[src/rtl/vc_credit_arbiter.sv]
// Output-port scheduler for one four-VC NoC link: per-VC credit counters, round-robin
// (optionally RSP-first) selection and a registered link flit stage.
module vc_credit_arbiter #(
   parameter int FLIT_W       = 32,
   parameter int CREDIT_W     = 8,
   parameter int INIT_CREDITS = 16,
   parameter int RSP_PRIO     = 0
) (
   input  logic                  clk,
   input  logic                  rst_n,
   input  logic [3:0]            in_valid,
   input  logic [4*FLIT_W-1:0]   in_flit,
   output logic [3:0]            in_ready,
   input  logic [3:0]            crd_rtn,
   output logic                  out_valid,
   output logic [1:0]            out_vc,
   output logic [FLIT_W-1:0]     out_flit,
   output logic [4*CREDIT_W-1:0] crd_cnt,
   output logic                  crd_err
);

   localparam logic [CREDIT_W-1:0] CRD_MAX = CREDIT_W'(INIT_CREDITS);

   logic [CREDIT_W-1:0] crd_q [4];
   logic [1:0]          rr_ptr;
   logic [3:0]          elig;
   logic [3:0]          grant;
   logic [1:0]          grant_vc;
   logic [1:0]          scan_idx;
   logic                found;

   always_comb begin
      for (int v = 0; v < 4; v++) begin
         elig[v] = in_valid[v] && (crd_q[v] != '0);
         crd_cnt[v*CREDIT_W +: CREDIT_W] = crd_q[v];
      end
   end

   // Scan starts at rr_ptr so the VC after the last winner gets first look.
   always_comb begin
      grant    = '0;
      found    = 1'b0;
      scan_idx = rr_ptr;
      if ((RSP_PRIO != 0) && elig[1]) begin
         grant[1] = 1'b1;
      end else begin
         for (int i = 0; i < 4; i++) begin
            scan_idx = rr_ptr + 2'(i);
            if (!found && elig[scan_idx]) begin
               grant[scan_idx] = 1'b1;
               found           = 1'b1;
            end
         end
      end
   end

   always_comb begin
      grant_vc = 2'd0;
      for (int v = 0; v < 4; v++) begin
         if (grant[v]) grant_vc = 2'(v);
      end
   end

   assign in_ready = grant;

   always_ff @(posedge clk or negedge rst_n) begin
      if (!rst_n) begin
         out_valid <= 1'b0;
         out_vc    <= 2'd0;
         out_flit  <= '0;
         rr_ptr    <= 2'd0;
      end else if (grant != 4'd0) begin
         out_valid <= 1'b1;
         out_vc    <= grant_vc;
         out_flit  <= in_flit[int'(grant_vc)*FLIT_W +: FLIT_W];
         rr_ptr    <= grant_vc + 2'd1;
      end else begin
         out_valid <= 1'b0;
      end
   end

   // A return arriving with the counter already full saturates and latches the error.
   always_ff @(posedge clk or negedge rst_n) begin
      if (!rst_n) begin
         for (int v = 0; v < 4; v++) crd_q[v] <= CRD_MAX;
         crd_err <= 1'b0;
      end else begin
         for (int v = 0; v < 4; v++) begin
            if (grant[v] && !crd_rtn[v]) begin
               crd_q[v] <= crd_q[v] - 1'b1;
            end else if (!grant[v] && crd_rtn[v]) begin
               if (crd_q[v] == CRD_MAX) crd_err <= 1'b1;
               else                     crd_q[v] <= crd_q[v] + 1'b1;
            end
         end
      end
   end

endmodule
[config.mk]
export PLATFORM = sky130hd
export DESIGN_NAME = vc_credit_arbiter
export DESIGN_NICKNAME = d
export VERILOG_FILES = /design/src/rtl/vc_credit_arbiter.sv
export SDC_FILE = /design/constraint.sdc
export NUM_CORES = 1
export LEC_CHECK = 0
export CAP_MARGIN = 20
export CORE_MARGIN = 2
export CORE_UTILIZATION = 41
export CTS_CLUSTER_DIAMETER = 40
export DETAILED_ROUTE_END_ITERATION = 10
export MAX_ROUTING_LAYER = met4
export PLACE_DENSITY = 0.89
export SYNTH_ARGS = -nofsm -noshare
export SYNTH_HDL_FRONTEND = slang
export SYNTH_SLANG_ARGS = --single-unit
[constraint.sdc]
create_clock -name clk -period 4.5 [get_ports clk]
set_input_delay 0.9 -clock clk [delete_from_list [all_inputs] [get_ports clk]]
set_output_delay 0.9 -clock clk [all_outputs]
set_load 0.005 [all_outputs]
Word level (Yosys, flattened, before mapping)
Cells that the tools add are included.
- output and inout bits: 72
- register bits after elaboration: 70
- logic and storage cells: 135
- shift-type cells: 1
- add/subtract/negate cells: 12
- bitwise gates (word level): 3
- equality and inequality tests: 8
- reductions and logical operators: 43
- magnitude comparators: 8
- muxes and demuxes: 51
- operators by type and width (kind ; count):
    $shiftx 128x8->32 ; 1
    $mux 8 ; 12
    $add 8x1->8 const B ; 4
    $eq 8x5->1 const B ; 4
    $reduce_bool 8->1 ; 4
    $sub 8x1->8 const B ; 4
    $mux 1 ; 25
    $logic_and 1x1->1 ; 19
    $mux 4 ; 4
    $lt 2x3->1 const B ; 4
    $or 4x4->4 ; 3
    $logic_not 1->1 ; 11
    $bmux 1 s2 ; 4
    $demux 1 s2 ; 4
    $ge 2x1->1 const B ; 4
    $ne 2x2->1 const B ; 4
    $reduce_and 2->1 ; 4
    $reduce_bool 2->1 ; 4
    $add 2x1->2 const B ; 2
    $add 2x2->2 const B ; 2
    $mux 2 ; 2
    $reduce_bool 4->1 ; 1

Longest topological paths before layout
Gate-level depths: netlist of the first run.
- word-level depth: 27
- mapped depth: 23
- gate-level depth less buffers: 19

Least setup slack after synthesis of the first run
OpenSTA, ideal clock, no wires.
- path kind: flip-flop to flip-flop
- from: reg rr_ptr[0]
- to: reg crd_q, in the netlist crd_cnt[23]
- setup time: 0.124 ns
- period minus slack after synthesis: 4.738 ns
- arrival time: 4.614 ns
- required time: 4.376 ns
- buffers on the path: 3
- stages on the path, launching flop included: 21
- path slack: -0.238 ns
- cell sequence: dfrtp_1 > clkbuf_1 > inv_1 > ha_1 > clkbuf_1 > mux2i_1 > a2bb2o_2 > a222oi_1 > a21boi_2 > buf_2 > inv_2 > ha_1 > ha_1 > a21o_1 > a21oi_1 > o21bai_1 > a21oi_1 > o21ai_0 > xnor2_1 > nand2_1 > xnor2_1
- cells in the longest elaborated chain, start to end: 16
- elaborated cells on any way between the ends: 54
- RTL lines (element ; line ; text):
    from (decl) ; 25 ; logic [1:0] rr_ptr;
    from (signal assigned) ; 76 ; rr_ptr <= grant_vc + 2'd1;
    branches (longest 11 deep; another with $lt 2x3->1) ; -- ;
    $mux 4 * ; 49 ; if (!found && elig[scan_idx]) begin
    via in_ready[2] ; 13 ; output logic [3:0] in_ready,
    $logic_not 1->1 ; 91 ; end else if (!grant[v] && crd_rtn[v]) begin
    $logic_and 1x1->1 ; 91 ;
    $reduce_bool 2->1 (no line) ; -- ;
    $reduce_and 2->1 (no line) ; -- ;
    to (signal, indexed assignment) ; 90 ; crd_q[v] <= crd_q[v] - 1'b1;
    to (signal, indexed assignment) ; 93 ; else crd_q[v] <= crd_q[v] + 1'b1;
    to (decl) ; 24 ; logic [CREDIT_W-1:0] crd_q [4];
Mark *: on every way through the listed nets, which the timed path passes. The select of a mux whose other input is x is not followed.
A chain may end at the register's enable or synchronous reset.

Worst setup path after layout of the first run
- from: reg crd_q, in the netlist crd_cnt[25]
- to: reg crd_q, in the netlist crd_cnt[5]
- cells in the longest elaborated chain, start to end: 18
- elaborated cells on any way between the ends: 33
- RTL lines (element ; line ; text):
    $reduce_bool 8->1 * ; 34 ; elig[v] = in_valid[v] && (crd_q[v] != '0);
    $logic_and 1x1->1 * ; 34 ;
    $bmux 1 s2 ; 49 ;
    $mux 1 (implied by the code) ; 49 ;
    $mux 1 ; 49 ;
    $logic_not 1->1 ; 49 ;
    $logic_and 1x1->1 ; 49 ;
    $mux 1 ; 49 ;
    [... 2 more ...] ; -- ;
    $mux 1 ; 49 ;
    $logic_not 1->1 ; 49 ;
    $logic_and 1x1->1 ; 49 ;
    $mux 4 * ; 49 ;
    $logic_not 1->1 ; 91 ;
    $logic_and 1x1->1 ; 91 ;
    $reduce_bool 2->1 (no line) ; -- ;
    $reduce_and 2->1 (no line) ; -- ;
Mark *: on every way between the ends. The rest lies on a longest branch, timed or not. The select of a mux whose other input is x is not followed.

==> impl_metrics.env, run 1 <==
export IMPL_synth_cell_types=59
export IMPL_drv_cap=0
export IMPL_ys_seq_elements=70
export IMPL_antenna_found_initial=0
export IMPL_synth_net_count=702
export IMPL_syn_cell_area_mm2=0.00553
export IMPL_initial_core_util=0.420
export IMPL_yosysTopAreaCell="dfrtp_1"
export IMPL_die_h_um=120
export IMPL_relSlewSlack=0.365
export IMPL_worstSetupEndpointType="flop"
export IMPL_internal_power_uw=4510
export IMPL_synth_edff_count=0
export IMPL_final_core_util=0.639
export IMPL_drive_above_1_share=0.222
export IMPL_path_max_fanout=8
export IMPL_clk_pin_slew_ps=60
export IMPL_place_gp_congestion=0.868
export IMPL_synth_yosys_seq_area_share=0.317
export IMPL_synth_top_area_share=0.298
export IMPL_viasPerCell=5.55
export IMPL_seqCellArea_mm2=0.00176
export IMPL_place_inst=927
export IMPL_multi_input_area_mm2=0.00354
export IMPL_skew_ps=7.88
export IMPL_synthTopCellsByCount="dfrtp_1, ha_1, mux2i_1"
export IMPL_wl_mm=17.5
export IMPL_slew_violations=0
export IMPL_worst_pin_slew_ps=952
export IMPL_synth_top_family_by_area="compound AO/OA/AOI/OAI gates"
export IMPL_area_delta_synth_final_pct=52.3
export IMPL_post_route_period_util=0.971
export IMPL_power_density_mw_per_mm2=960
export IMPL_ys_flop_type="dfrtp_1"
export IMPL_cts_buffers=9
export IMPL_startpoint_type="flop"
export IMPL_p_leak_uw=0.00360
export IMPL_hold_slack_ps=468
export IMPL_hold_path_class="reg2reg"
export IMPL_fp_dieW_um=120
export IMPL_fin_nets=946
export IMPL_num_rows=42
export IMPL_postPlaceCellArea_mm2=0.00803
export IMPL_yosys_top_cells_area="dfrtp_1, ha_1, o32ai_2"
export IMPL_synth_fa_ha_area_frac=0.105
export IMPL_synthesis_instances=520
export IMPL_clock_sinks=70
export IMPL_synth_simple_area_share=0.0986
export IMPL_n_antenna_cell=0
export IMPL_h_tree_depth=3
export IMPL_pwr_share_seq=0.169
export IMPL_p_switching_uw=3580
export IMPL_synth_most_common_cell="dfrtp_1"
export IMPL_cts_buffer_depth=2
export IMPL_core_mm2=0.0132
export IMPL_globalRouteTotalUtil=0.246
export IMPL_synth_avg_cell_area_um2=10.6
export IMPL_netSwitchingFraction=0.443
export IMPL_worstSkewPairLatency_ps=340
export IMPL_setup_violations=0
export IMPL_routedWlPerCell_um=18.5
export IMPL_cp_data_required_time_ps=4720
export IMPL_synth_xor_area_frac=0.0506
export IMPL_synth_compound_gate_area_share=0.277
export IMPL_arrival_ps=4590
export IMPL_drtPass1Iterations=6
export IMPL_grt_pass1_vias=5256
export IMPL_clkPwrFrac=0.094
export IMPL_antenna_left=0
export IMPL_synthMuxAreaShare=0.0916
export IMPL_overflow=0
export IMPL_num_vias=5248
export IMPL_hold_viol=0
export IMPL_first_iter_violations=383
export IMPL_grt_pass1_wl_mm=27.1
export IMPL_boundaryPins=210
export IMPL_dp_hpwl_mm=12.7
export IMPL_max_freq_mhz=229
export IMPL_die_area_mm2=0.0144
export IMPL_root_buffer="clkbuf_16"
export IMPL_share_comb_of_total_power=0.737
export IMPL_status="finished, final reports clean"
export IMPL_grt_max_degree=71
export IMPL_fillerInstances=1034
export IMPL_hold_buffers=0
export IMPL_fin_area_mm2=0.00843
export IMPL_peakVddDrop_mv=0.548
export IMPL_io_buffers=209
export IMPL_drc=0
export IMPL_final_cell_count_no_fill=945
export IMPL_synthArstFlopShare=1.00
export IMPL_path_class="reg2reg"
export IMPL_cts_tree="yes"
export IMPL_ys_warnings_count=0
export IMPL_fin_crit_ps=4370
[power by group through the flow]
stage          Sequential, µW  Clock, µW  Combinational, µW
6_report                 1370        761               5970
4_1_cts                  1370        780               5920
5_1_grt                  1420        813               6450
2_1_floorplan            1330          0               4070
3_5_place_dp             1370          0               5890
3_3_place_gp             1350          0               5730
[registers in the layout, indices dropped and copies added, names as in the netlist]
register and flops:
crd_cnt 32, out_flit 32, out_vc 2, rr_ptr 2
crd_err 1, out_valid 1
[cells in the final DEF (no fill, tap or decap), types with 17 or more instances in the layout]
| master | count |
|---|---|
| clkdlybuf4s50_1 | 208 |
| buf_4 | 53 |
| a21oi_1 | 26 |
| nand2_1 | 34 |
| mux2i_1 | 36 |
| ha_1 | 40 |
| dfrtp_1 | 65 |
| o21ai_0 | 17 |
| o32ai_2 | 28 |
| xnor2_1 | 24 |
| nor3_1 | 35 |
| a211oi_2 | 30 |
| inv_1 | 28 |
[metrics by stage]
stage / worst slack (ps) / TNS [ps] / total power [µW]
final: 131 / 0 / 8100
after detailed placement: -172 / -1270 / 7260
after floorplan: 52.6 / 0 / 5410
after global placement: -101 / -592 / 7080
after CTS: 107 / 0 / 8060
after global routing: -59.6 / -76.9 / 8680
[per-layer routing]
layer / global-route usage / part of all wire / up-vias
li1: - / - / 2463
met1: 0.308 / 0.42 / 2553
met2: 0.404 / 0.50 / 199
met3: 0.0410 / 0.063 / 33
met4: 0.0882 / 0.024 / 0
met5: - / 0 / -
[logic make-up after synthesis]
logic type | Yosys count
adders and majority gates | 44
xor gates and xnor gates | 32
DFF | 70
and+or+nand+nor | 108
muxes | 47
buffers and inverters | 59
AOI/OAI and AO/OA | 160
[cell type report]
cell class | instances | share of cell area
well taps | 176 | 0.0261
clock buffers | 13 | 0.0332
multi-input cells | 391 | 0.419
repair buffers | 261 | 0.294
flip-flops and latches | 70 | 0.209
inverters | 31 | 0.0138
clock inverters | 3 | 0.00475
[worst paths after layout]
kind	startpoint	endpoint	slack, ps	depth (start not counted)
worst min register to register	crd_err	crd_err	470	2
worst min-delay path	crd_err	crd_err	470	2
min in group asynchronous	rst_n	crd_cnt[21]	710	1
worst max register to register	crd_cnt[25]	crd_cnt[5]	130	14
max in group asynchronous	rst_n	crd_cnt[26]	3140	1
worst max-delay path	crd_cnt[25]	crd_cnt[5]	130	14
[worst max-delay path, stage by stage (launching register included)]
cell	delay, ps
dfrtp_1	460
or4_4	570
o21a_2	250
mux4_2	510
a211oi_4	270
a222oi_1	150
a21boi_2	190
inv_1	80
ha_1	200
buf_4	160
inv_1	60
buf_4	140
and4_1	180
nor2_1	590
mux2_2	410
[timing repair]
item,in CTS,in global routing
gates resized for setup,0,12
setup buffers,0,2
setup endpoints to repair,0,9
endpoints found under the hold margin,0,0
No activity file was read; power rests on OpenSTA's default activity.
==> inputs of run 2 (changes only) <==
--- a/config.mk
+++ b/config.mk
@@ -6,12 +6,12 @@
 export NUM_CORES = 1
 export LEC_CHECK = 0
 export CAP_MARGIN = 20
-export CORE_MARGIN = 2
 export CORE_UTILIZATION = 41
 export CTS_CLUSTER_DIAMETER = 40
 export DETAILED_ROUTE_END_ITERATION = 10
 export MAX_ROUTING_LAYER = met4
 export PLACE_DENSITY = 0.89
+export SKIP_LAST_GASP = 1
 export SYNTH_ARGS = -nofsm -noshare
 export SYNTH_HDL_FRONTEND = slang
 export SYNTH_SLANG_ARGS = --single-unit
==> impl_metrics.env, run 2 (same netlist as run 1, synthesis figures left out) <==
export IMPL_hold_slack_ps=501
export IMPL_first_iter_violations=336
export IMPL_hold_path_class="reg2reg"
export IMPL_rsz0062_at_grt="yes"
export IMPL_clock_sinks=70
export IMPL_globalRouteTotalUtil=0.253
export IMPL_antenna_left=0
export IMPL_root_buffer="clkbuf_16"
export IMPL_netSwitchingFraction=0.440
export IMPL_cts_buffer_depth=2
export IMPL_antenna_found_initial=0
export IMPL_reg2reg_depth=16
export IMPL_io_buffers=209
export IMPL_initial_core_util=0.420
export IMPL_internal_power_uw=4560
export IMPL_cts_buffers=9
export IMPL_peakVddDrop_mv=0.670
export IMPL_fin_crit_ps=4390
export IMPL_fp_dieW_um=118
export IMPL_grt_max_degree=71
export IMPL_final_core_util=0.640
export IMPL_hold_buffers=0
export IMPL_skew_ps=9.09
export IMPL_drv_cap=0
export IMPL_slew_violations=0
export IMPL_share_comb_of_total_power=0.731
export IMPL_place_gp_congestion=0.920
export IMPL_worstSetupStartpoint="in_valid[1]"
export IMPL_cp_buffers_inverters=5
export IMPL_p_leak_uw=0.00361
export IMPL_num_rows=42
export IMPL_clkPwrFrac=0.103
export IMPL_h_tree_depth=3
export IMPL_relSlewSlack=0.371
export IMPL_cts_tree="yes"
export IMPL_cp_data_required_time_ps=3600
export IMPL_die_area_mm2=0.0140
export IMPL_drive_above_1_share=0.220
export IMPL_reg2reg_from="crd_cnt[25]"
export IMPL_post_route_period_util=0.976
export IMPL_reg2reg_to="crd_cnt[15]"
export IMPL_n_antenna_cell=0
export IMPL_area_delta_synth_final_pct=52.7
export IMPL_p_switching_uw=3590
export IMPL_crit_end="in_ready[1]"
export IMPL_worst_pin_slew_ps=943
export IMPL_path_class="in2out"
export IMPL_crit_cells=9
export IMPL_routedWlPerCell_um=18.3
export IMPL_path_max_fanout=6
export IMPL_grt_pass1_wl_mm=27.1
export IMPL_grt_pass1_vias=5242
export IMPL_core_mm2=0.0132
export IMPL_dp_hpwl_mm=12.4
export IMPL_drtPass1Iterations=7
export IMPL_layout_commonest_cell="clkdlybuf4s50_1"
export IMPL_postPlaceCellArea_mm2=0.00802
export IMPL_final_cell_count_no_fill=944
export IMPL_fin_nets=945
export IMPL_crit_family="buffers and inverters"
export IMPL_final_cell_mix="clkdlybuf4s50_1, dfrtp_1, buf_4"
export IMPL_arrival_ps=3490
export IMPL_fin_area_mm2=0.00845
export IMPL_overflow=0
export IMPL_boundaryPins=210
export IMPL_worstSetupEndpointType="output pin"
export IMPL_drc=0
export IMPL_setup_violations=0
export IMPL_max_freq_mhz=228
export IMPL_viasPerCell=5.51
export IMPL_crit_slowest_cell="mux4_2"
export IMPL_startpoint_type="input pin"
export IMPL_clk_pin_slew_ps=50
export IMPL_wl_mm=17.3
export IMPL_power_density_mw_per_mm2=964
export IMPL_path_cells="clkdlybuf4s50_1 > a21boi_1 > buf_4 > mux4_2 > a222oi_1 > a21boi_4 > inv_2 > buf_4 > clkdlybuf4s50_1"
export IMPL_num_vias=5203
export IMPL_die_h_um=118
export IMPL_pwr_share_seq=0.167
export IMPL_status="finished, final reports clean"
export IMPL_max_stage_delay_ps=520
export IMPL_ff2ff_setup_slack_ps=150
export IMPL_worstSkewPairLatency_ps=340
export IMPL_hold_viol=0
export IMPL_place_inst=925
-- run 2: worst reg2reg max path, cell delays in order, from the launching register on --
cell      delay [ps]
dfrtp_1          450
or4_4            570
o21a_2           260
mux4_2           540
a222oi_1         420
a21boi_4         270
inv_2             60
ha_1             210
buf_4            160
ha_1             310
a21oi_1          190
o21bai_1         110
a21oi_2          180
o21ai_0          140
xnor2_1          160
nand2_1           80
xnor2_1          130
-- run 2: power groups by stage --
stage	logic [µW]	registers (µW)	clock network (µW)
2_1_floorplan	4070	1330	0
3_3_place_gp	5670	1350	0
3_5_place_dp	5850	1360	0
4_1_cts	5880	1360	851
5_1_grt	6460	1400	879
6_report	5950	1360	836
-- run 2: cell type report --
cell class	instances	area (µm²)
clock buffers	10	239
clock inverters	6	109
fillers	1040	4740
inverters	31	116
multi-input cells	391	3530
flip-flops and latches	70	1760
well taps	176	220
repair buffers	260	2470
-- run 2: routing by layer --
layer,global-route usage,routed length [µm]
met1,0.320,7430
met2,0.414,8680
met3,0.0367,801
met4,0.0889,361
met5,-,0
-- run 2: worst min-delay path by stage --
stage,start,endpoint,cells after the start
after detailed placement,crd_err,crd_err,2
after floorplan,crd_err,crd_err,2
final,crd_err,crd_err,2
after CTS,crd_err,crd_err,2
after global placement,crd_err,crd_err,2
after global routing,crd_err,crd_err,2
-- run 2: what timing repair did --
item,CTS,global route
gates resized for setup,0,10
setup endpoints to repair,0,13
hold endpoints to repair,0,0
buffers inserted,0,3
-- run 2: stage by stage --
step	setup WS (ps)	power [µW]	setup TNS [ps]
2_1_floorplan	52.6	5410	0
3_3_place_gp	-68.0	7020	-227
3_5_place_dp	-200	7220	-1220
4_1_cts	135	8090	0
5_1_grt	-43.2	8740	-47.7
6_report	108	8140	0
==> inputs of run 3 (changes only) <==
--- a/config.mk
+++ b/config.mk
@@ -6,11 +6,11 @@
 export NUM_CORES = 1
 export LEC_CHECK = 0
 export CAP_MARGIN = 20
-export CORE_UTILIZATION = 41
+export CORE_UTILIZATION = 45
 export CTS_CLUSTER_DIAMETER = 40
 export DETAILED_ROUTE_END_ITERATION = 10
 export MAX_ROUTING_LAYER = met4
-export PLACE_DENSITY = 0.89
+export PLACE_DENSITY = 0.93
 export SKIP_LAST_GASP = 1
 export SYNTH_ARGS = -nofsm -noshare
 export SYNTH_HDL_FRONTEND = slang
==> constraint.sdc (replaced) <==
create_clock -name clk -period 4.9 [get_ports clk]
set_input_delay 0.98 -clock clk [delete_from_list [all_inputs] [get_ports clk]]
set_output_delay 0.98 -clock clk [all_outputs]
set_load 0.005 [all_outputs]
==> impl_metrics.env, run 3 (same netlist as run 1, synthesis figures left out) <==
export IMPL_status="finished, final reports clean"
export IMPL_cts_buffer_depth=2
export IMPL_worst_pin_slew_ps=948
export IMPL_antenna_left=0
export IMPL_fin_crit_ps=4620
export IMPL_grt_pass1_wl_mm=27.4
export IMPL_pwr_share_seq=0.176
export IMPL_final_cell_count_no_fill=888
export IMPL_max_freq_mhz=216
export IMPL_relSlewSlack=0.368
export IMPL_cts_resized=0
export IMPL_cp_data_required_time_ps=5120
export IMPL_worstSetupEndpointType="flop"
export IMPL_fillerInstances=905
export IMPL_layout_commonest_cell="clkdlybuf4s50_1"
export IMPL_die_h_um=113
export IMPL_final_cell_mix="clkdlybuf4s50_1, dfrtp_1, ha_1"
export IMPL_cts_tree="yes"
export IMPL_place_gp_congestion=1.03
export IMPL_clock_sinks=70
export IMPL_area_delta_synth_final_pct=46.0
export IMPL_worstSkewPairLatency_ps=340
export IMPL_power_density_mw_per_mm2=883
export IMPL_path_max_fanout=6
export IMPL_dp_hpwl_mm=12.8
export IMPL_postCtsSetupRepairBufs=0
export IMPL_peakVddDrop_mv=0.494
export IMPL_drtPass1Iterations=7
export IMPL_antenna_found_initial=0
export IMPL_clkPwrFrac=0.085
export IMPL_p_leak_uw=0.00344
export IMPL_globalRouteTotalUtil=0.282
export IMPL_fp_dieW_um=113
export IMPL_drc=0
export IMPL_hold_path_class="reg2reg"
export IMPL_core_mm2=0.0120
export IMPL_drv_cap=0
export IMPL_die_area_mm2=0.0127
export IMPL_rsz0062_at_grt="no"
export IMPL_grt_max_degree=71
export IMPL_num_rows=40
export IMPL_netSwitchingFraction=0.457
export IMPL_boundaryPins=210
export IMPL_h_tree_depth=3
export IMPL_grt_pass1_vias=5374
export IMPL_skew_ps=4.44
export IMPL_setup_violations=0
export IMPL_overflow=0
export IMPL_internal_power_uw=3880
export IMPL_wl_mm=17.3
export IMPL_routedWlPerCell_um=19.5
export IMPL_io_buffers=209
export IMPL_root_buffer="clkbuf_16"
export IMPL_place_inst=873
export IMPL_cts_buffers=9
export IMPL_num_vias=5209
export IMPL_arrival_ps=4840
export IMPL_startpoint_type="input pin"
export IMPL_fin_nets=919
export IMPL_first_iter_violations=468
export IMPL_drive_above_1_share=0.181
export IMPL_initial_core_util=0.461
export IMPL_viasPerCell=5.87
export IMPL_hold_buffers=0
export IMPL_hold_viol=0
export IMPL_post_route_period_util=0.943
export IMPL_path_class="in2reg"
export IMPL_hold_slack_ps=478
export IMPL_p_switching_uw=3260
export IMPL_n_antenna_cell=0
export IMPL_clk_pin_slew_ps=50
export IMPL_slew_violations=0
export IMPL_share_comb_of_total_power=0.739
==> run 3: cell types whose count changed in the layout (fill, tap and decap cells not counted), sizes merged <==
| cell | previous run | this run |
|---|---|---|
| buf | 52 | 26 |
| clkinv | 3 | 1 |
| clkbuf | 10 | 14 |
| bufinv | 3 | 0 |
==> run 3: worst max-delay path, cell delays in order <==
cell and delay [ps]:
clkdlybuf4s50_1 510, a21bo_2 260, a22oi_1 170, a2bb2o_2 370, a222oi_1 360, a21boi_4 240
inv_2 50, ha_1 250, ha_1 300, a21o_1 190, a21oi_1 230, o21bai_1 100
a21oi_1 230, o21ai_0 180, xnor2_1 190, nand2_1 90, xnor2_1 120
==> run 3: power groups by stage <==
stage | clock [µW] | sequential [µW] | combinational, µW
global placement | 0 | 1230 | 5050
global route | 645 | 1300 | 5680
floorplan | 0 | 1220 | 3730
CTS | 622 | 1250 | 5270
finish | 606 | 1260 | 5270
detailed placement | 0 | 1260 | 5250
==> run 3: path summary, 6_finish.rpt <==
kind,end,cells past startpoint,start,slack (ps)
worst min-delay path,crd_err,2,crd_err,480
worst max register to register,crd_cnt[23],17,crd_cnt[26],380
max in group asynchronous,rr_ptr[0],1,rst_n,3500
worst min register to register,crd_err,2,crd_err,480
min in group asynchronous,crd_cnt[6],1,rst_n,790
worst max-delay path,crd_cnt[23],17,in_valid[0],280
==> run 3: per-layer routing <==
metal,global-route usage,vias up,wire [µm]
li1,-,2416,-
met1,0.308,2540,6790
met2,0.502,213,8940
met3,0.0648,40,1100
met4,0.102,0,486
met5,-,-,0
==> run 3: metrics by stage <==
step	TNS, ps	setup slack (ps)	cell area, µm²	utilization	total power [µW]
after floorplan	0	162	5530	-	4950
after global placement	0	103	7810	0.650	6280
after detailed placement	-0.0577	-0.0577	7810	0.650	6500
after CTS	0	319	8080	0.673	7150
after global routing	0	2.40	8080	0.673	7620
final	0	280	8080	0.673	7140
==> run 3: final cells by class <==
| type | instances | area, µm² | area share |
|---|---|---|---|
| Tap cell | 147 | 184 | 0.0228 |
| Sequential cell | 70 | 1760 | 0.217 |
| Inverter | 31 | 116 | 0.0144 |
| Clock inverter | 1 | 5.00 | 0.000619 |
| Multi-Input combinational cell | 391 | 3480 | 0.430 |
| Timing Repair Buffer | 234 | 2280 | 0.282 |
| Clock buffer | 14 | 264 | 0.0327 |
==> RTL change 1, RTL diff (settings of run 2) <==
`FLIT_W`: 32 -> 48.
--- a/src/rtl/vc_credit_arbiter.sv
+++ b/src/rtl/vc_credit_arbiter.sv
@@ -3,3 +3,3 @@
 module vc_credit_arbiter #(
-   parameter int FLIT_W       = 32,
+   parameter int FLIT_W       = 48,
    parameter int CREDIT_W     = 8,
Ports: changed (resized in_flit and out_flit); port bits go from 210 to 290. The function was not compared with the original's and may differ.
==> RTL change 1 against run 2 <==
- worst hold slack improved by 0.010 ns
- routed wire length increased by 40%
- synthesized area increased by 20%
- non-clock buffer count increased by 100
- total power increased by 23%
- critical path type unchanged
- worst setup slack got worse by 0.00058 ns
- design area increased by 24%
- die area increased by 20%
- critical endpoint is now in_ready[2]
- sequential cell count increased by 16
==> RTL change 1: results <==
# TYPE chip_impl_metric gauge
chip_impl_info{name="regToRegEndpoint",value="crd_cnt[23]$_DFFE_PN0P_"} 1
chip_impl_metric{name="globalRouteMet1Util",unit=""} 0.333
chip_impl_metric{name="layout-drive-gt1-share",unit=""} 0.220
chip_impl_metric{name="grtUsageMet2",unit=""} 0.493
chip_impl_metric{name="routed_wirelength",unit="microns"} 24100
chip_impl_metric{name="grt_pass1_wl",unit="microns"} 36400
chip_impl_metric{name="postCtsResizedCells",unit=""} 2
chip_impl_metric{name="worst_hold_slack",unit="ns"} 0.511
chip_impl_metric{name="finish.net_count",unit=""} 1191
chip_impl_metric{name="placement.cell_area",unit="sq um"} 10100
chip_impl_metric{name="num-clock-buffers",unit=""} 12
chip_impl_metric{name="syn_area_cell",unit="sq um"} 10.8
chip_impl_metric{name="seq_share",unit=""} 0.206
chip_impl_metric{name="buffers",unit=""} 360
chip_impl_metric{name="number_of_antenna_violations_at_the_first_check_in_global_routing",unit=""} 1
chip_impl_metric{name="wl_per_cell",unit="microns"} 20.7
chip_impl_metric{name="worst-path-max-fanout",unit=""} 5
chip_impl_metric{name="non_clock_inverter_count",unit=""} 30
chip_impl_metric{name="final-nonclk-buf-share",unit=""} 0.328
chip_impl_metric{name="routed_via_density",unit=""} 5.62
chip_impl_info{name="crit_end",value="in_ready[2]"} 1
chip_impl_metric{name="first_global_vias",unit=""} 6750
chip_impl_info{name="holdPathEnd",value="out_vc[1]$_DFFE_PN0P_"} 1
chip_impl_info{name="status",value="finished clean"} 1
chip_impl_metric{name="gp_congestion",unit=""} 0.952
chip_impl_metric{name="nWellTaps",unit=""} 216
chip_impl_metric{name="fillers",unit=""} 1219
chip_impl_metric{name="dp.final_hpwl",unit="microns"} 17300
chip_impl_metric{name="port_buffers",unit=""} 289
chip_impl_metric{name="holdPathStages",unit=""} 1
chip_impl_metric{name="leak_pwr",unit="nW"} 4.41
chip_impl_metric{name="period_needed",unit="ns"} 4.39
chip_impl_metric{name="slew_at_the_pin_closest_to_its_max_slew_limit",unit="ns"} 0.972
chip_impl_metric{name="synth.net_count",unit=""} 862
chip_impl_metric{name="power.density_cell_area",unit="nW/um^2"} 958
chip_impl_metric{name="multi_input_combinational_cell_area",unit="sq um"} 4200
chip_impl_info{name="startpoint",value="in_valid[0]"} 1
chip_impl_info{name="crit_path_top_delay_cell",value="clkdlybuf4s50_1"} 1
chip_impl_info{name="cpLargestDelayFamily",value="compound AO/OA/AOI/OAI gates"} 1
chip_impl_metric{name="pre_cts_ws",unit="ns"} -0.286
chip_impl_metric{name="total_routing_usage_reported_by_global_routing",unit=""} 0.293
chip_impl_metric{name="pin_count_of_the_biggest_net_entering_global_routing",unit=""} 56
-- RTL change 1: cell types whose count changed in the layout (fill, tap and decap cells not counted), moves of 16 or more --
| cell | run 2 | this run |
|---|---|---|
| clkdlybuf4s50_1 | 208 | 287 |
| o32ai_2 | 28 | 48 |
| buf_4 | 52 | 71 |
| a211oi_1 | 2 | 18 |
| dfrtp_1 | 66 | 82 |
| mux2i_1 | 36 | 52 |
-- RTL change 1: cell families (layout without fill, tap and decap cells) --
family                   after synthesis  in the layout  synth area share
AO/OA/AOI/OAI                        192            192             0.291
XOR/XNOR                              32             32            0.0421
adder cells (fa/ha/maj)               44             44            0.0871
buffers and inverters                 72            406            0.0608
flip-flops                            86             86             0.324
multiplexers                          62             62            0.0984
other                                  0              1                 0
AND/OR/NAND/NOR                      128            128            0.0967
-- RTL change 1: routing by layer --
layer,wire (microns),share of wire
met5,0,0
met4,907,0.038
met3,2020,0.083
met2,11900,0.50
met1,9260,0.38
==> RTL change 2, RTL diff (flow settings as in run 2) <==
Made on the original files. Put a register stage on the output `crd_cnt`, cleared by the reset. The value now appears one clock later. The other outputs are not delayed to match.
--- a/src/rtl/vc_credit_arbiter.sv
+++ b/src/rtl/vc_credit_arbiter.sv
@@ -23,2 +23,4 @@
 
+   logic [4*CREDIT_W-1:0] crd_cnt_d;
+
    logic [CREDIT_W-1:0] crd_q [4];
@@ -34,3 +36,3 @@
          elig[v] = in_valid[v] && (crd_q[v] != '0);
-         crd_cnt[v*CREDIT_W +: CREDIT_W] = crd_q[v];
+         crd_cnt_d[v*CREDIT_W +: CREDIT_W] = crd_q[v];
       end
@@ -98,2 +100,10 @@
 
+   always_ff @(posedge clk or negedge rst_n) begin
+      if (!rst_n) begin
+         crd_cnt <= '0;
+      end else begin
+         crd_cnt <= crd_cnt_d;
+      end
+   end
+
 endmodule
Formal check against the unedited RTL: not equivalent (Yosys sat finds a counterexample within 4 cycles, from zero or initial values and one cycle with rst_n low).
==> RTL change 2 against run 2 <==
- via count is 6.2% higher
- synthesized area is 14% higher
- routed wire length is 6.6% higher
- total power is 5.7% higher
- worst hold slack worse by 0.059 ns
- worst setup slack better by 0.021 ns
- die area is 14% higher
- critical path depth stayed put
- sequential cell count is 32 higher
- design area is 9.8% higher
- synthesized cell count is 6.2% higher
- largest power group unchanged
- highest routed layer unchanged
==> RTL change 2: results <==
# TYPE chip_impl_metric gauge
chip_impl_metric{name="routed_via_density",unit=""} 5.52
chip_impl_metric{name="layout-drive-gt1-share",unit=""} 0.223
chip_impl_metric{name="detailroute.wirelength.met3",unit="microns"} 1120
chip_impl_metric{name="post_synth_mux_area_share",unit=""} 0.0800
chip_impl_metric{name="pin_count_of_the_biggest_net_entering_global_routing",unit=""} 89
chip_impl_metric{name="first_global_vias",unit=""} 5564
chip_impl_metric{name="clk-insertion-delay-late",unit="ns"} 0.36
chip_impl_metric{name="worst_ep_arrival_time",unit="ns"} 3.47
chip_impl_metric{name="path_clk_slew",unit="ns"} 0.07
chip_impl_info{name="post_synth_most_frequent_cells",value="dfrtp_1, ha_1, mux2i_1, nor3_1, nand2_1"} 1
chip_impl_metric{name="post_synthesis_xor_xnor_area_fraction",unit=""} 0.0442
chip_impl_metric{name="met1_wire_length",unit="microns"} 7340
chip_impl_metric{name="finish.net_count",unit=""} 989
chip_impl_metric{name="leak_pwr",unit="nW"} 4.03
chip_impl_metric{name="clock_skew",unit="ns"} 0.00833
chip_impl_metric{name="detailroute.wirelength.met2",unit="microns"} 9370
chip_impl_metric{name="power_switching_share",unit=""} 0.433
chip_impl_metric{name="dp.final_hpwl",unit="microns"} 13400
chip_impl_metric{name="grtUsageMet2",unit=""} 0.412
chip_impl_metric{name="adder_cell_fraction_of_synth_area",unit=""} 0.0916
chip_impl_metric{name="drt_first_iter_violations",unit=""} 315
chip_impl_metric{name="synth-compound-area-share",unit=""} 0.242
chip_impl_metric{name="max_slew_margin",unit=""} 0.287
chip_impl_info{name="ys_top_cells_by_area",value="dfrtp_1, ha_1, o32ai_2"} 1
chip_impl_metric{name="globalRouteMet1Util",unit=""} 0.266
chip_impl_metric{name="synth-async-reset-ratio",unit=""} 1.00
chip_impl_metric{name="synth.net_count",unit=""} 734
chip_impl_metric{name="total_routing_usage_reported_by_global_routing",unit=""} 0.237
chip_impl_metric{name="grt.met3_usage",unit=""} 0.0531
chip_impl_metric{name="grt_pass1_wl",unit="microns"} 28500
chip_impl_metric{name="synth_seq_area_share",unit=""} 0.404
chip_impl_info{name="status",value="finished clean"} 1
chip_impl_metric{name="drt_first_pass_iters",unit=""} 5
chip_impl_metric{name="gp_congestion",unit=""} 0.889
chip_impl_metric{name="finalHoldViolCount",unit=""} 0
==> RTL change 2: cells by family (layout without fill, tap and decap cells) <==
kind of cell / count (synthesis) / after routing
xor gates and xnor gates: 32 / 32
AOI/OAI and AO/OA: 160 / 160
muxes: 47 / 47
and+or+nand+nor: 108 / 108
DFF: 102 / 102
buffers and inverters: 59 / 319
adders and majority gates: 44 / 44
==> RTL change 2: final cells by class <==
cell class / instances / area, sq um
clock inverters: 6 / 36.3
well taps: 188 / 235
multi-input cells: 391 / 3510
repair buffers: 272 / 2580
flip-flops and latches: 102 / 2560
fillers: 1202 / 5870
clock buffers: 10 / 239
inverters: 31 / 116
==> RTL change 2: final timing paths <==
| path | startpoint | end | slack [ns] | depth (start not counted) |
|---|---|---|---|---|
| worst max-delay path | crd_cnt_d[26]$_DFFE_PN0P_ | in_ready[1] | 0.13 | 9 |
| worst min-delay path | crd_cnt_d[0]$_DFFE_PN0P_ | crd_cnt[0]$_DFF_PN0_ | 0.44 | 0 |
| worst max register to register | crd_cnt_d[26]$_DFFE_PN0P_ | crd_cnt_d[2]$_DFFE_PN0P_ | 0.18 | 14 |
| worst min register to register | crd_cnt_d[0]$_DFFE_PN0P_ | crd_cnt[0]$_DFF_PN0_ | 0.44 | 0 |
| max in group asynchronous | rst_n | out_flit[25]$_DFFE_PN0P_ | 3.04 | 3 |
| min in group asynchronous | rst_n | crd_cnt_d[6]$_DFFE_PN0P_ | 0.53 | 1 |
==> RTL change 2: power groups by stage <==
stage | logic (W) | clock network, W | registers [W]
final | 0.00604 | 0.000731 | 0.00183
after global routing | 0.00653 | 0.000792 | 0.00189
after CTS | 0.00604 | 0.000756 | 0.00183
after detailed placement | 0.00600 | 0 | 0.00183
after global placement | 0.00585 | 0 | 0.00181
after floorplan | 0.00408 | 0 | 0.00179
==> RTL change 2: timing repair <==
| action | CTS | global route |
|---|---|---|
| resized for setup | 0 | 9 |
| setup endpoints to repair | 0 | 11 |
| hold buffers | 0 | 0 |
==> RTL change 2: through the flow <==
stage               setup slack, ns   util  area, sq um  std cells  total power, W
finish                        0.129  0.612         9270       1000         0.00861
floorplan                    0.0536      -         6350        552         0.00586
global route                -0.0363  0.612         9270       1000         0.00921
detailed placement           -0.217  0.590         8940        983         0.00783
CTS                           0.108  0.608         9210        999         0.00862
global placement            -0.0899  0.590         8940        983         0.00765
==> RTL change 2: critical path, stage by stage, from the launching register on <==
cell             delay (ns)
dfrtp_1                0.43
or4_4                  0.58
o21a_2                 0.27
mux4_2                 0.54
buf_4                  0.16
a222oi_1               0.28
a21boi_4               0.24
inv_2                  0.05
buf_4                  0.13
clkdlybuf4s50_1        0.43
